## src/rtl/feature_reader_2_pkg.sv

```systemverilog
// Shared constants for the layer-2 feature reader: default sizes, the
// controller state encoding and a small bit-count helper.
package feature_reader_2_pkg;

    localparam int DEF_DATA_WIDTH      = 16;
    localparam int DEF_POOL_ADDR_WIDTH = 10;
    localparam int DEF_NUM_PIXELS      = 784;
    localparam int DEF_RD_LATENCY      = 2;
    localparam int DEF_FIFO_DEPTH      = 4;

    localparam logic [1:0] S_IDLE  = 2'd0;
    localparam logic [1:0] S_READ  = 2'd1;
    localparam logic [1:0] S_DRAIN = 2'd2;
    localparam logic [1:0] S_FIN   = 2'd3;

    // Number of set bits in a (zero-extended) vector of in-flight flags.
    function automatic logic [7:0] count_ones(input logic [31:0] bits);
        logic [7:0] n;
        n = 8'd0;
        for (int i = 0; i < 32; i++) begin
            n = n + {7'd0, bits[i]};
        end
        return n;
    endfunction

endpackage

```

## src/rtl/feature_reader_2_rd_credit_fifo.sv

```systemverilog
// Small synchronous FIFO holding RAM read returns until the next layer
// accepts them. Each entry carries a last-pixel sideband bit; the fill
// count is exported so the controller can meter reads against free space.
module rd_credit_fifo #(
    parameter int DW    = 16,
    parameter int DEPTH = 4
) (
    input  logic                     clk,
    input  logic                     rst_n,
    input  logic                     flush,
    input  logic                     push,
    input  logic [DW-1:0]            push_data,
    input  logic                     push_last,
    input  logic                     pop,
    output logic [DW-1:0]            head_data,
    output logic                     head_last,
    output logic [$clog2(DEPTH):0]   count
);

    localparam int AW = $clog2(DEPTH);

    logic [DW-1:0] data_q [DEPTH];
    logic [DW-1:0] data_d [DEPTH];
    logic [DEPTH-1:0] last_q, last_d;
    logic [AW-1:0] rd_ptr_q, rd_ptr_d;
    logic [AW-1:0] wr_ptr_q, wr_ptr_d;
    logic [AW:0] count_q, count_d;
    logic pop_ok_s, push_ok_s;

    // Qualify pop/push: never pop empty, never push into a full FIFO unless a pop frees a slot.
    always_comb begin
        pop_ok_s  = pop && (count_q != (AW+1)'(0));
        push_ok_s = push && ((count_q != (AW+1)'(DEPTH)) || pop_ok_s);
    end

    // Next-state for storage, pointers and fill count; flush empties the queue.
    always_comb begin
        data_d   = data_q;
        last_d   = last_q;
        rd_ptr_d = rd_ptr_q;
        wr_ptr_d = wr_ptr_q;
        count_d  = count_q;
        if (flush) begin
            rd_ptr_d = {AW{1'b0}};
            wr_ptr_d = {AW{1'b0}};
            count_d  = (AW+1)'(0);
        end else begin
            if (push_ok_s) begin
                data_d[wr_ptr_q] = push_data;
                last_d[wr_ptr_q] = push_last;
                wr_ptr_d         = wr_ptr_q + AW'(1);
            end else begin
                wr_ptr_d = wr_ptr_q;
            end
            if (pop_ok_s) begin
                rd_ptr_d = rd_ptr_q + AW'(1);
            end else begin
                rd_ptr_d = rd_ptr_q;
            end
            count_d = count_q + (AW+1)'(push_ok_s) - (AW+1)'(pop_ok_s);
        end
    end

    // FIFO state registers with asynchronous clear.
    always_ff @(posedge clk or negedge rst_n) begin
        if (!rst_n) begin
            for (int i = 0; i < DEPTH; i++) begin
                data_q[i] <= {DW{1'b0}};
            end
            last_q   <= {DEPTH{1'b0}};
            rd_ptr_q <= {AW{1'b0}};
            wr_ptr_q <= {AW{1'b0}};
            count_q  <= (AW+1)'(0);
        end else begin
            data_q   <= data_d;
            last_q   <= last_d;
            rd_ptr_q <= rd_ptr_d;
            wr_ptr_q <= wr_ptr_d;
            count_q  <= count_d;
        end
    end

    assign head_data = data_q[rd_ptr_q];
    assign head_last = last_q[rd_ptr_q];
    assign count     = count_q;

endmodule

```

## src/rtl/feature_reader_2.sv

```systemverilog
// Layer-2 feature reader: reads a stored frame back through RAM port A and
// streams it pixel by pixel over a valid/ready handshake. Reads are issued
// only while the outstanding reads plus buffered pixels fit in the output
// FIFO, so downstream backpressure can never lose or repeat a pixel.
module feature_reader_2
    import feature_reader_2_pkg::*;
#(
    parameter int DATA_WIDTH      = DEF_DATA_WIDTH,
    parameter int POOL_ADDR_WIDTH = DEF_POOL_ADDR_WIDTH,
    parameter int NUM_PIXELS      = DEF_NUM_PIXELS,
    parameter int RD_LATENCY      = DEF_RD_LATENCY,
    parameter int FIFO_DEPTH      = DEF_FIFO_DEPTH
) (
    input  logic                        clock,
    input  logic                        reset,
    input  logic                        start,
    input  logic                        abort,
    input  logic [POOL_ADDR_WIDTH-1:0]  base_addr,
    input  logic [DATA_WIDTH-1:0]       data_q_a,
    output logic                        rden_a,
    output logic [POOL_ADDR_WIDTH-1:0]  address_a,
    output logic                        wren_a,
    output logic                        wren_b,
    output logic                        rden_b,
    output logic [DATA_WIDTH-1:0]       data_out,
    output logic                        data_valid,
    input  logic                        data_ready,
    output logic                        data_last,
    output logic                        busy,
    output logic                        done
);

    localparam int CNT_W  = POOL_ADDR_WIDTH + 1;
    localparam int FCNT_W = $clog2(FIFO_DEPTH) + 1;

    logic [1:0]                 state_q, state_d;
    logic [POOL_ADDR_WIDTH-1:0] base_q, base_d;
    logic [POOL_ADDR_WIDTH-1:0] addr_q, addr_d;
    logic [CNT_W-1:0]           issue_cnt_q, issue_cnt_d;
    logic                       rden_q, rden_d;
    logic                       rd_last_q, rd_last_d;
    logic [RD_LATENCY-1:0]      infl_q, infl_d;
    logic [RD_LATENCY-1:0]      infl_last_q, infl_last_d;
    logic                       busy_q, busy_d;
    logic                       done_q, done_d;

    logic [FCNT_W-1:0]          fifo_cnt_s;
    logic [DATA_WIDTH-1:0]      head_data_s;
    logic                       head_last_s;
    logic                       fifo_valid_s;
    logic                       pop_s;
    logic                       push_s;
    logic                       flush_s;
    logic                       can_issue_s;
    logic                       last_issue_s;
    logic                       frame_end_s;
    logic [7:0]                 inflight_s;
    logic [7:0]                 occupancy_s;

    // Credit bookkeeping: a read counts from the cycle rden_a is high until its
    // data lands in the FIFO; a pop on this edge already frees its slot.
    always_comb begin
        fifo_valid_s = (fifo_cnt_s != FCNT_W'(0));
        pop_s        = fifo_valid_s && data_ready;
        push_s       = infl_q[RD_LATENCY-1];
        flush_s      = abort && (state_q != S_IDLE);
        inflight_s   = {7'd0, rden_q} + count_ones(32'(infl_q));
        occupancy_s  = inflight_s + 8'(fifo_cnt_s) - {7'd0, pop_s};
        can_issue_s  = (occupancy_s < 8'(FIFO_DEPTH));
        last_issue_s = (issue_cnt_q == CNT_W'(NUM_PIXELS - 1));
        frame_end_s  = pop_s && head_last_s && (fifo_cnt_s == FCNT_W'(1)) &&
                       (inflight_s == 8'd0);
    end

    // Controller next-state: frame sequencing, read issue and in-flight tracking.
    always_comb begin
        state_d     = state_q;
        base_d      = base_q;
        addr_d      = addr_q;
        issue_cnt_d = issue_cnt_q;
        rden_d      = 1'b0;
        rd_last_d   = 1'b0;
        done_d      = 1'b0;
        infl_d      = {RD_LATENCY{1'b0}};
        infl_last_d = {RD_LATENCY{1'b0}};

        // Valid bits follow each read the RAM has sampled until its data returns.
        infl_d[0]      = rden_q;
        infl_last_d[0] = rd_last_q;
        for (int i = 1; i < RD_LATENCY; i++) begin
            infl_d[i]      = infl_q[i-1];
            infl_last_d[i] = infl_last_q[i-1];
        end

        case (state_q)
            S_IDLE: begin
                if (start) begin
                    base_d      = base_addr;
                    issue_cnt_d = {CNT_W{1'b0}};
                    state_d     = S_READ;
                end else begin
                    state_d = S_IDLE;
                end
            end
            S_READ: begin
                if (can_issue_s) begin
                    rden_d      = 1'b1;
                    addr_d      = base_q + issue_cnt_q[POOL_ADDR_WIDTH-1:0];
                    rd_last_d   = last_issue_s;
                    issue_cnt_d = issue_cnt_q + CNT_W'(1);
                    if (last_issue_s) begin
                        state_d = S_DRAIN;
                    end else begin
                        state_d = S_READ;
                    end
                end else begin
                    state_d = S_READ;
                end
            end
            S_DRAIN: begin
                if (frame_end_s) begin
                    state_d = S_FIN;
                    done_d  = 1'b1;
                end else begin
                    state_d = S_DRAIN;
                end
            end
            S_FIN: begin
                state_d = S_IDLE;
            end
            default: begin
                state_d = S_IDLE;
            end
        endcase

        // Abort wins over everything: drop reads in flight and return to idle.
        if (flush_s) begin
            state_d     = S_IDLE;
            rden_d      = 1'b0;
            rd_last_d   = 1'b0;
            done_d      = 1'b0;
            infl_d      = {RD_LATENCY{1'b0}};
            infl_last_d = {RD_LATENCY{1'b0}};
        end else begin
            state_d = state_d;
        end

        busy_d = (state_d == S_READ) || (state_d == S_DRAIN);
    end

    // Controller registers with asynchronous clear.
    always_ff @(posedge clock or negedge reset) begin
        if (!reset) begin
            state_q     <= S_IDLE;
            base_q      <= {POOL_ADDR_WIDTH{1'b0}};
            addr_q      <= {POOL_ADDR_WIDTH{1'b0}};
            issue_cnt_q <= {CNT_W{1'b0}};
            rden_q      <= 1'b0;
            rd_last_q   <= 1'b0;
            infl_q      <= {RD_LATENCY{1'b0}};
            infl_last_q <= {RD_LATENCY{1'b0}};
            busy_q      <= 1'b0;
            done_q      <= 1'b0;
        end else begin
            state_q     <= state_d;
            base_q      <= base_d;
            addr_q      <= addr_d;
            issue_cnt_q <= issue_cnt_d;
            rden_q      <= rden_d;
            rd_last_q   <= rd_last_d;
            infl_q      <= infl_d;
            infl_last_q <= infl_last_d;
            busy_q      <= busy_d;
            done_q      <= done_d;
        end
    end

    rd_credit_fifo #(
        .DW    (DATA_WIDTH),
        .DEPTH (FIFO_DEPTH)
    ) u_fifo (
        .clk       (clock),
        .rst_n     (reset),
        .flush     (flush_s),
        .push      (push_s),
        .push_data (data_q_a),
        .push_last (infl_last_q[RD_LATENCY-1]),
        .pop       (pop_s),
        .head_data (head_data_s),
        .head_last (head_last_s),
        .count     (fifo_cnt_s)
    );

    assign rden_a     = rden_q;
    assign address_a  = addr_q;
    assign wren_a     = 1'b0;
    assign wren_b     = 1'b0;
    assign rden_b     = 1'b0;
    assign data_valid = fifo_valid_s;
    assign data_out   = fifo_valid_s ? head_data_s : {DATA_WIDTH{1'b0}};
    assign data_last  = fifo_valid_s & head_last_s;
    assign busy       = busy_q;
    assign done       = done_q;

endmodule
```

## config.mk

```make
export PLATFORM = sky130hd
export DESIGN_NAME = feature_reader_2
export DESIGN_NICKNAME = d
export VERILOG_FILES = /design/src/rtl/feature_reader_2_pkg.sv /design/src/rtl/feature_reader_2_rd_credit_fifo.sv /design/src/rtl/feature_reader_2.sv
export SDC_FILE = /design/constraint.sdc
export NUM_CORES = 1
export LEC_CHECK = 0
export ABC_AREA = 1
export CAP_MARGIN = 0
export CORE_MARGIN = 1
export CORE_UTILIZATION = 55
export DETAILED_ROUTE_END_ITERATION = 6
export PLACE_DENSITY_LB_ADDON = 0.05
export REMOVE_ABC_BUFFERS = 1
export SYNTH_ARGS = -nofsm -noshare
export SYNTH_HDL_FRONTEND = slang
export SYNTH_SLANG_ARGS = --single-unit
```

## constraint.sdc

```tcl
create_clock -name clock -period 2.8 [get_ports clock]
set_input_delay 0.56 -clock clock [delete_from_list [all_inputs] [get_ports clock]]
set_output_delay 0.56 -clock clock [all_outputs]
set_load 0.01 [all_outputs]
```

==> metrics.md, run 1 <==
| Metric | Value |
|---|---|
| Clock Path Buffers | `2` |
| Hpwl dp | `9.09 mm` |
| Diodes inserted | `0` |
| CTS Hold Buffers Added | `0` |
| Int Pwr | `about 0.0048 W` |
| Syn Area/Cell | `8.36 sq um` |
| Port bufs | `61` |
| Final Core Density | `68.4%` |
| Placed Cells | `slightly above 900` |
| GRT Overall Usage | `roughly a quarter` |
| Post-synth EDFFs | `0` |
| Reg area | `slightly below 3000 sq um` |
| Die Y | `107 microns` |
| H-tree depth | `4` |
| Number of global-route vias before repair | `between 4k and 5k` |
| DRT Pass-1 Iters | `5` |
| Post-route DRC | `0` |
| HP Class | `primary input to async pin` |
| Vias per inst | `about 5.3` |
| Post-route ant nets | `0` |
| Routed via count | `5013` |
| Period utilization | `between 90% and 100%` |
| Layout net count | `between 800 and 900` |
| Initial antenna violation count | `0` |
| Root buffer cell | `clkbuf_8` |
| Global-route wire length before repair | `roughly 24 mm` |
| Clock-pin slew on the worst setup and hold paths | `roughly 0.05 ns` |
| Yosys top cell by area | `dfrtp_1` |
| Worst-Margin Slew | `0.608 ns` |
| Initial DRC Count | `roughly 240` |
| Fmax | `371 MHz` |
| Setup_tns | `0 ns` |
| Clock power frac | `between 20% and 30%` |
| Most common cell after layout, fill and taps aside | `nand2_1` |
| Slew HR | `~59%` |
| Core area | `between 10000 and 15000 sq um` |
| Predominant post-synthesis flop cell | `dfrtp_1` |
| Cell Area, Synth | `6110 sq um` |
| Sw Ratio | `~37%` |
| Max-slew violation count | `0` |
| Initial Utilization | `between 50% and 60%` |
| Worst Path Arrival | `~2.1 ns` |
| Critical Path RT | `2.24 ns` |
| YS warnings | `0` |
| Final Skew | `slightly below 0.01 ns` |
| Kind of critical path | `register to output pin` |
| Synth area leaders | `dfrtp_1, nand2_1, o21ai_0` |
| Fin. Hold Viols | `0` |
| Die area | `between 10000 and 15000 sq um` |
| Yosys top cell area share | `roughly 48%` |
| Switching power | `0.00285 W` |
| P per Cell Area | `about 1000 nW/um^2` |
| Post-place instance area | `6790 sq um` |
| Setup WS post-layout | `approximately 0.11 ns` |
| Critical Path End Type | `output pin` |
| Gate power share | `between 40% and 50%` |
| P_leak | `roughly 3.7 nW` |
| Routed len/inst | `roughly 15 microns` |
| Final wirelength | `~14 mm` |
| Post-synthesis instance total | `roughly 730` |
| Seq pwr share | `a little under a third` |
| Final Critical Period | `approximately 2.7 ns` |
| Highest-delay cell along the critical path | `clkdlybuf4s50_1` |
| Crit-path most repeated cell | `a21oi_1` |
| Placement Setup Slack | `-0.0459 ns` |
| Largest net degree at the start of global routing | `45` |
| Filler cell count | `approximately 890` |
| Async SR Flop Fraction | `100%` |
| Status | `completed` |
| Commonest non-fill, non-tap cells in the layout | `nand2_1, dfrtp_1, o21ai_0` |
| Crit-path cells | `buf_8 > a21oi_1 > o21ai_0 > a21oi_1 > clkdlybuf4s50_1` |
| Synth unique cells | `between 40 and 50` |
| Seq cells post-synth | `116` |
| Rows | `38` |
| Clk sinks | `between 100 and 150` |
| Multi-input gate area | `~2700 sq um` |
| Max-Cap Viols | `0` |
| DIE WIDTH | `around 110 microns` |
| # IOs | `65` |
| Num CTS Buffers | `17` |
| Startpoint Class | `register` |
| GP Congestion | `around 0.91` |
| Worst-path maximum fanout | `35` |
| Final setup viols | `0` |
| Layout Cells excl Fill | `about 940` |
| Area Growth Syn to Fin | `21.3%` |
| CTS tree | `done` |
| GRT overflow | `0` |
| Layout cells sized above 1 | `a little under a tenth` |
| IR drop worst, VDD | `about 440 uV` |
| CP max stage delay | `around 0.55 ns` |
| Design area | `7410 sq um` |
| Worst skew pair latency | `0.51 ns` |
| Sequential area share after synthesis | `a little under half` |
## sequential cells by signal, summed over array words and instances, names as in the netlist
signal	flops
address_a	10
base_q	10
busy	1
done	1
infl_last_q	2
infl_q	2
issue_cnt_q	11
rd_last_q	1
rden_a	1
state_q	2
u_fifo.count	3
u_fifo.data_q	64
u_fifo.last_q	4
u_fifo.rd_ptr_q	2
u_fifo.wr_ptr_q	2
## area by class of cell
class / instances / share of cell area, %
Sequential cell: 116 / 39.2
Multi-Input combinational cell: 492 / 35.9
Timing Repair Buffer: 71 / 10.2
Clock buffer: 26 / 6.86
Inverter: 93 / 4.86
Tap cell: 140 / 2.36
Clock inverter: 4 / 0.608
## synth_stat cells (2+ instances only)
| cell | number |
|---|---|
| ha_1 | 20 |
| nand2_2 | 3 |
| nand4_1 | 7 |
| xnor2_1 | 3 |
| xor2_1 | 4 |
| buf_6 | 6 |
| o21bai_1 | 3 |
| buf_4 | 3 |
| clkbuf_1 | 6 |
| nor2_1 | 29 |
| o21ai_0 | 115 |
| o211ai_1 | 2 |
| inv_1 | 87 |
| nor2_2 | 2 |
| inv_2 | 4 |
| buf_1 | 2 |
| nand2_1 | 177 |
| buf_2 | 12 |
| a31oi_1 | 2 |
| nor3_1 | 6 |
| nand3_1 | 20 |
| o21ai_1 | 5 |
| nor2_8 | 3 |
| a21oi_1 | 62 |
| fa_1 | 3 |
| nor2_4 | 4 |
| dfrtp_1 | 116 |
| mux2_2 | 9 |
| o21ai_2 | 4 |
## per-layer routing
layer  part of all wire [%]  wire [microns]  GRT usage [%]  up-vias
met3                    4.7             667           6.36        8
met4                   0.94             132           8.12        0
li1                       -               -              -     2486
met1                     44            6230           34.0     2398
met5                      0               0              0        -
met2                     50            7080           45.0      121
## worst max-delay path: cells and delay by family, from the launching register on
family,cells,cell delay [ns]
DFF,1,0.44
buffers and inverters,2,0.76
AOI/OAI and AO/OA,3,0.42
## cells by family after synthesis
group                      count (synthesis)  synth area share, %
AOI/OAI and AO/OA                        195                 16.7
xor gates and xnor gates                   7                 1.00
adders and majority gates                 23                 5.08
buffers and inverters                    125                 9.40
DFF                                      116                 47.5
muxes                                      9                 1.66
other                                      1               0.0614
and+or+nand+nor                          255                 18.6
## power groups by stage
stage	clock [W]	combinational, W	sequential (W)
final	0.00200	0.00330	0.00237
after global routing	0.00212	0.00370	0.00242
after CTS	0.00204	0.00327	0.00236
after detailed placement	0	0.00323	0.00238
after global placement	0	0.00314	0.00237
after floorplan	0	0.00181	0.00241
## through the flow
| step | hold slack, ns | total power (W) |
|---|---|---|
| finish | 0.0613 | 0.00767 |
| CTS | 0.0621 | 0.00767 |
| global route | 0.0742 | 0.00824 |
| detailed placement | 0.461 | 0.00561 |
| global placement | 0.462 | 0.00550 |
| floorplan | 0.264 | 0.00423 |
## worst paths after layout
check                              startpoint                 end  slack (ns)  cells after the start
setup / recovery           u_fifo.rd_ptr_q[0]        data_out[13]        0.11                      5
setup reg to reg                       rden_a        address_a[3]        0.23                     14
max in group asynchronous               reset  u_fifo.wr_ptr_q[1]        2.10                      2
hold / removal                          reset   u_fifo.data_q[40]        0.06                      1
hold reg to reg                     rd_last_q      infl_last_q[0]        0.47                      2
min in group clock                  rd_last_q      infl_last_q[0]        0.47                      2
## repair_timing
item | 4_1_cts | 5_1_grt
setup buffers | 0 | 0
resized for setup | 5 | 13
setup endpoints to repair | 16 | 27
Note: power is estimated with default switching activity, not from simulation.
==> inputs of run 2 (changes only) <==
--- a/config.mk
+++ b/config.mk
@@ -7,8 +7,8 @@
 export LEC_CHECK = 0
 export ABC_AREA = 1
 export CAP_MARGIN = 0
-export CORE_MARGIN = 1
-export CORE_UTILIZATION = 55
+export CORE_MARGIN = 8
+export CORE_UTILIZATION = 57
 export DETAILED_ROUTE_END_ITERATION = 6
 export PLACE_DENSITY_LB_ADDON = 0.05
 export REMOVE_ABC_BUFFERS = 1
==> metrics.md, run 2 (synthesized netlist as in run 1, its figures left out) <==
| Metric | Value |
|---|---|
| Status | `completed` |
| Hold Crit Start | `infl_last_q[0]` |
| Number of buffer and inverter stages on the critical path | `2` |
| Vias per inst | `around 5.4` |
| Max-slew violation count | `0` |
| Initial Utilization | `between 50% and 60%` |
| P_leak | `roughly 3.7 nW` |
| Slack of the worst reg-to-reg path | `between 0.15 and 0.2 ns` |
| Root buffer cell | `clkbuf_8` |
| Fmax | `approximately 370 MHz` |
| Post-route ant nets | `0` |
| Placed Cells | `just over 900` |
| Final setup viols | `0` |
| R2R depth | `16` |
| Number of global-route vias before repair | `5227` |
| Clock Path Buffers | `2` |
| CP max stage delay | `around 0.56 ns` |
| Global-route wire length before repair | `roughly 25 mm` |
| Routed len/inst | `about 16 microns` |
| Commonest non-fill, non-tap cells in the layout | `nand2_1, o21ai_0, dfrtp_1` |
| GRT Overall Usage | `between 20% and 30%` |
| Crit-path cells | `buf_4 > a21oi_1 > o21ai_0 > a21oi_1 > clkdlybuf4s50_1` |
| Reg2reg start | `rden_a` |
| Rows | `38` |
| Routed via count | `between 5k and 6k` |
| Crit-path most repeated cell | `a21oi_1` |
| Hold EP | `infl_last_q[1]` |
| Layout cells sized above 1 | `10.5%` |
| Most flop-heavy register | `u_fifo.data_q` |
| GP Congestion | `0.913` |
| Die area | `14300 sq um` |
| Kind of critical path | `register to output pin` |
| Post-route DRC | `0` |
| RSZ-0062 raised after global routing | `true` |
| Top flop regs | `u_fifo.data_q (64), issue_cnt_q (11)` |
| Placement Setup Slack | `-0.0527 ns` |
| DIE WIDTH | `roughly 120 microns` |
| Worst skew pair latency | `0.52 ns` |
| HP Class | `register to register` |
| P per Cell Area | `approximately 1000 nW/um^2` |
| Most common cell after layout, fill and taps aside | `nand2_1` |
| # IOs | `65` |
| Startpoint Class | `register` |
| H-tree depth | `4` |
| Period utilization | `97.1%` |
| Delay-heaviest family, CP | `buffers and inverters` |
| DRT Pass-1 Iters | `5` |
| Die Y | `roughly 120 microns` |
| Num CTS Buffers | `17` |
| Clk sinks | `between 100 and 150` |
| Area Growth Syn to Fin | `22.2%` |
| Initial antenna violation count | `0` |
| Setup WS post-layout | `0.0823 ns` |
| Total chip power | `between 0.007 and 0.008 W` |
| Critical Path RT | `roughly 2.2 ns` |
| CTS tree | `done` |
| Critical Path End Type | `output pin` |
| Post-CTS Setup Bufs | `0` |
| Max-Cap Viols | `0` |
| Highest-delay cell along the critical path | `clkdlybuf4s50_1` |
| Worst Hold Depth | `2` |
| Port bufs | `61` |
| Stages on worst setup path | `5` |
| Final wirelength | `roughly 15 mm` |
| Final Critical Period | `roughly 2.7 ns` |
| Clock-pin slew on the worst setup and hold paths | `about 0.060 ns` |
| Worst Path Arrival | `around 2.2 ns` |
| Initial DRC Count | `388` |
| Max FFs per register | `64` |
| RR Endpoint | `issue_cnt_q[4]` |
| Hpwl dp | `between 9 and 10 mm` |
| WHS | `roughly 0.5 ns` |
| Diodes inserted | `0` |
| Layout net count | `between 800 and 900` |
| GRT overflow | `0` |
| Worst-path maximum fanout | `10` |
| Core area | `10700 sq um` |
| Layout Cells excl Fill | `between 900 and 1k` |
| Fin. Hold Viols | `0` |
| IR drop worst, VDD | `about 510 uV` |
| Largest net degree at the start of global routing | `60` |
| Final Skew | `~0.0091 ns` |
==> run 2: cell count changes in the layout (fill, tap and decap cells not counted), sizes merged <==
cell,delta
clkbuf,-7
clkinvlp,+6
buf,+4
clkdlybuf4s50,-3
dlymetal6s2s,+3
bufinv,+1
clkinv,+1
dlygate4sd3,+1
inv,+1
==> run 2: per-layer routing <==
| layer | global-route usage [%] | up-vias | routed length, microns |
|---|---|---|---|
| li1 | - | 2495 | - |
| met1 | 25.5 | 2467 | 6410 |
| met2 | 37.8 | 129 | 7410 |
| met3 | 4.88 | 24 | 649 |
| met4 | 8.59 | 0 | 293 |
| met5 | 0 | - | 0 |
==> run 2: how the worst max path moves through the flow <==
| stage | slack, ns | endpoint | startpoint |
|---|---|---|---|
| 2_1_floorplan | 0.09 | issue_cnt_q[4] | u_fifo.count[1] |
| 3_3_place_gp | 0.06 | issue_cnt_q[4] | data_ready |
| 3_5_place_dp | -0.05 | issue_cnt_q[4] | data_ready |
| 4_1_cts | 0.006 | data_out[4] | u_fifo.rd_ptr_q[1] |
| 5_1_grt | -0.03 | issue_cnt_q[4] | rden_a |
| 6_report | 0.08 | data_out[15] | u_fifo.rd_ptr_q[0] |
==> run 2: metrics by stage <==
step	setup TNS, ns	instance area [sq um]	util [%]
final	0	7470	70.1
after global routing	-0.0290	7470	70.1
after CTS	0	7410	69.6
after detailed placement	-0.0527	6820	64.1
after global placement	0	6820	64.1
after floorplan	0	5900	-
==> run 2: what timing repair did <==
item                                   in CTS  in global routing
setup endpoints to repair                  17                 21
hold buffers                                1                  0
gates resized for setup                     3                 17
endpoints found under the hold margin      25                  0
pin swaps                                   0                  2
==> run 2: power by group <==
part / internal, W / switching (W) / total, W
Clock: 0.00130 / 0.000779 / 0.00208
Combinational: 0.00141 / 0.00193 / 0.00334
Sequential: 0.00212 / 0.000253 / 0.00238
==> run 2: area by class of cell <==
class                   instances  area (sq um)
fillers                       864          3180
flip-flops and latches        116          2900
multi-input cells             492          2650
repair buffers                 76           797
clock buffers                  19           442
inverters                      93           364
well taps                     140           175
clock inverters                13           134
==> run 2: worst reg2reg max path, cell delays in order (launching register included) <==
cell,delay [ns]
dfrtp_1,0.42
fa_1,0.46
inv_1,0.07
ha_1,0.16
inv_1,0.05
ha_1,0.29
inv_1,0.10
nor2_1,0.05
nand2_1,0.08
nand2_1,0.07
a21oi_2,0.15
nand2_2,0.17
nand2_8,0.18
nand2_1,0.09
nand2_1,0.07
nand2_1,0.04
nor2_1,0.09
==> inputs of run 3 (changes only) <==
--- a/config.mk
+++ b/config.mk
@@ -10,6 +10,7 @@
 export CORE_MARGIN = 8
 export CORE_UTILIZATION = 57
 export DETAILED_ROUTE_END_ITERATION = 6
+export GPL_TIMING_DRIVEN = 0
 export PLACE_DENSITY_LB_ADDON = 0.05
 export REMOVE_ABC_BUFFERS = 1
 export SYNTH_ARGS = -nofsm -noshare
==> metrics.md, run 3 (synthesized netlist as in run 1, its figures left out) <==
| Metric | Value |
|---|---|
| RSZ-0062 raised after global routing | `true` |
| Clock Path Buffers | `2` |
| Number of buffer and inverter stages on the critical path | `3` |
| Final Critical Period | `2.74 ns` |
| Worst skew pair latency | `approximately 0.51 ns` |
| R2R depth | `16` |
| Layout net count | `846` |
| Die Y | `about 120 microns` |
| Clk sinks | `116` |
| IR drop worst, VDD | `around 510 uV` |
| DIE WIDTH | `approximately 120 microns` |
| Num CTS Buffers | `17` |
| Critical Path End Type | `output pin` |
| Core area | `between 10000 and 15000 sq um` |
| Fmax | `365 MHz` |
| Final Skew | `about 0.0079 ns` |
| Max-Cap Viols | `0` |
| Status | `completed` |
| GP Congestion | `0.806` |
| Final Core Density | `between 60 and 70%` |
| DRT Pass-1 Iters | `5` |
| Startpoint Class | `register` |
| Post-route ant nets | `0` |
| Fin. Hold Viols | `0` |
| Slew HR | `48.6%` |
| Worst-Margin Slew | `0.768 ns` |
| CTS tree | `done` |
| P_leak | `around 3.8 nW` |
| GRT Overall Usage | `a little over a fifth` |
| Final wirelength | `approximately 15 mm` |
| Kind of critical path | `register to output pin` |
| Rows | `38` |
| Vias per inst | `~5.4` |
| Largest net degree at the start of global routing | `88` |
| Max-slew violation count | `0` |
| Layout cells sized above 1 | `between 10% and 20%` |
| Max FFs per register | `64` |
| Global-route wire length before repair | `25.0 mm` |
| Worst Path Arrival | `2.18 ns` |
| Crit-path cells | `inv_1 > nand2_2 > nor2_4 > buf_6 > a21oi_1 > clkdlybuf4s50_1` |
| Delay-heaviest family, CP | `buffers and inverters` |
| Most common cell after layout, fill and taps aside | `nand2_1` |
| Commonest non-fill, non-tap cells in the layout | `nand2_1, o21ai_0, dfrtp_1` |
| Routed via count | `between 5k and 6k` |
| GRT overflow | `0` |
| Hpwl dp | `approximately 9.2 mm` |
| # IOs | `65` |
| Worst-path maximum fanout | `18` |
| H-tree depth | `4` |
| Initial antenna violation count | `0` |
| Initial DRC Count | `about 400` |
| Placement Setup Slack | `-0.779 ns` |
| Port bufs | `61` |
| Diodes inserted | `0` |
| Stages on worst setup path | `6` |
| P per Cell Area | `1060 nW/um^2` |
| Worst Hold Depth | `2` |
| Area Growth Syn to Fin | `22.0%` |
| Number of global-route vias before repair | `5374` |
| Post-route DRC | `0` |
| Initial Utilization | `57.4%` |
| HP Class | `register to register` |
| Setup WS post-layout | `0.0603 ns` |
| Critical Path RT | `between 2 and 2.5 ns` |
| Clock-pin slew on the worst setup and hold paths | `~0.05 ns` |
| Filler cell count | `~860` |
| Top flop regs | `u_fifo.data_q (64), issue_cnt_q (11)` |
| Root buffer cell | `clkbuf_8` |
| Routed len/inst | `between 15 and 20 microns` |
| Most flop-heavy register | `u_fifo.data_q` |
| Period utilization | `97.8%` |
| Final setup viols | `0` |
| Highest-delay cell along the critical path | `clkdlybuf4s50_1` |
| Die area | `roughly 14000 sq um` |
| CP max stage delay | `0.49 ns` |
[run 3: cell types whose count changed in the layout (fill, tap and decap cells not counted), sizes merged]
cell	delta
clkinvlp	-5
dlygate4sd2	+3
clkinv	+3
dlymetal6s2s	+4
nand2	+1
bufinv	+1
buf	-5
clkdlybuf4s50	-7
clkbuf	+2
inv	-1
[run 3: timing repair]
item                       CTS  global route
hold endpoints to repair    29             0
setup endpoints to repair   46            25
gates cloned                 0             1
buffers inserted             7             1
hold buffers                 1             0
resized for setup           14            18
pin swaps                    1             0
[run 3: power breakdown]
group | internal [W] | switching, W | total (W)
logic | 0.00137 | 0.00199 | 0.00336
registers | 0.00213 | 0.000269 | 0.00240
clock network | 0.00139 | 0.000735 | 0.00212
total | 0.00489 | 0.00299 | 0.00788
[run 3: cell type report]
| cell class | count | area, sq um | area share, % |
|---|---|---|---|
| sequential | 116 | 2910 | 39.0 |
| clock buffer | 21 | 449 | 6.03 |
| clock inverter | 11 | 133 | 1.78 |
| timing repair buffer | 71 | 747 | 10.0 |
| tap | 140 | 175 | 2.35 |
| multi-input combinational | 493 | 2670 | 35.9 |
| inverter | 93 | 367 | 4.92 |
[run 3: path summary, 6_finish.rpt]
| kind | startpoint | end | slack, ns |
|---|---|---|---|
| min in group asynchronous | reset | u_fifo.data_q[46] | 0.49 |
| setup / recovery | u_fifo.count[1] | data_last | 0.06 |
| hold reg to reg | u_fifo.data_q[13] | u_fifo.data_q[13] | 0.48 |
| hold / removal | u_fifo.data_q[13] | u_fifo.data_q[13] | 0.48 |
| setup reg to reg | u_fifo.count[1] | issue_cnt_q[4] | 0.22 |
| max in group asynchronous | reset | u_fifo.rd_ptr_q[0] | 1.55 |
[run 3: through the flow]
step	std cells	cell area (sq um)	total power [W]	hold slack (ns)	TNS, ns
floorplan	701	5900	0.00423	0.264	0
global placement	902	6680	0.00546	0.453	-408.54
detailed placement	903	6710	0.00557	0.459	-23.78
CTS	943	7390	0.00787	0.478	0
global route	945	7450	0.00842	0.504	-0.0271
finish	945	7450	0.00788	0.478	0
[run 3: worst register-to-register path, cell delays in order (launching register included)]
cell,delay [ns]
dfrtp_1,0.42
inv_1,0.16
nand2_2,0.11
nor2_4,0.16
nor2_4,0.06
ha_1,0.19
inv_1,0.10
ha_1,0.24
nand3_1,0.12
nand3_1,0.12
a21oi_4,0.21
nand2_4,0.16
nand2_8,0.17
nand2_1,0.08
nand2_1,0.07
nand2_1,0.04
nor2_1,0.09
[run 3: metal layers]
metal  global-route usage [%]  vias to the layer above  routed length [microns]
met5                        0                        -                        0
met4                     8.74                        0                      284
met3                     5.45                       23                      850
met2                     35.9                      166                     7340
met1                     26.2                     2474                     6350
li1                         -                     2486                        -
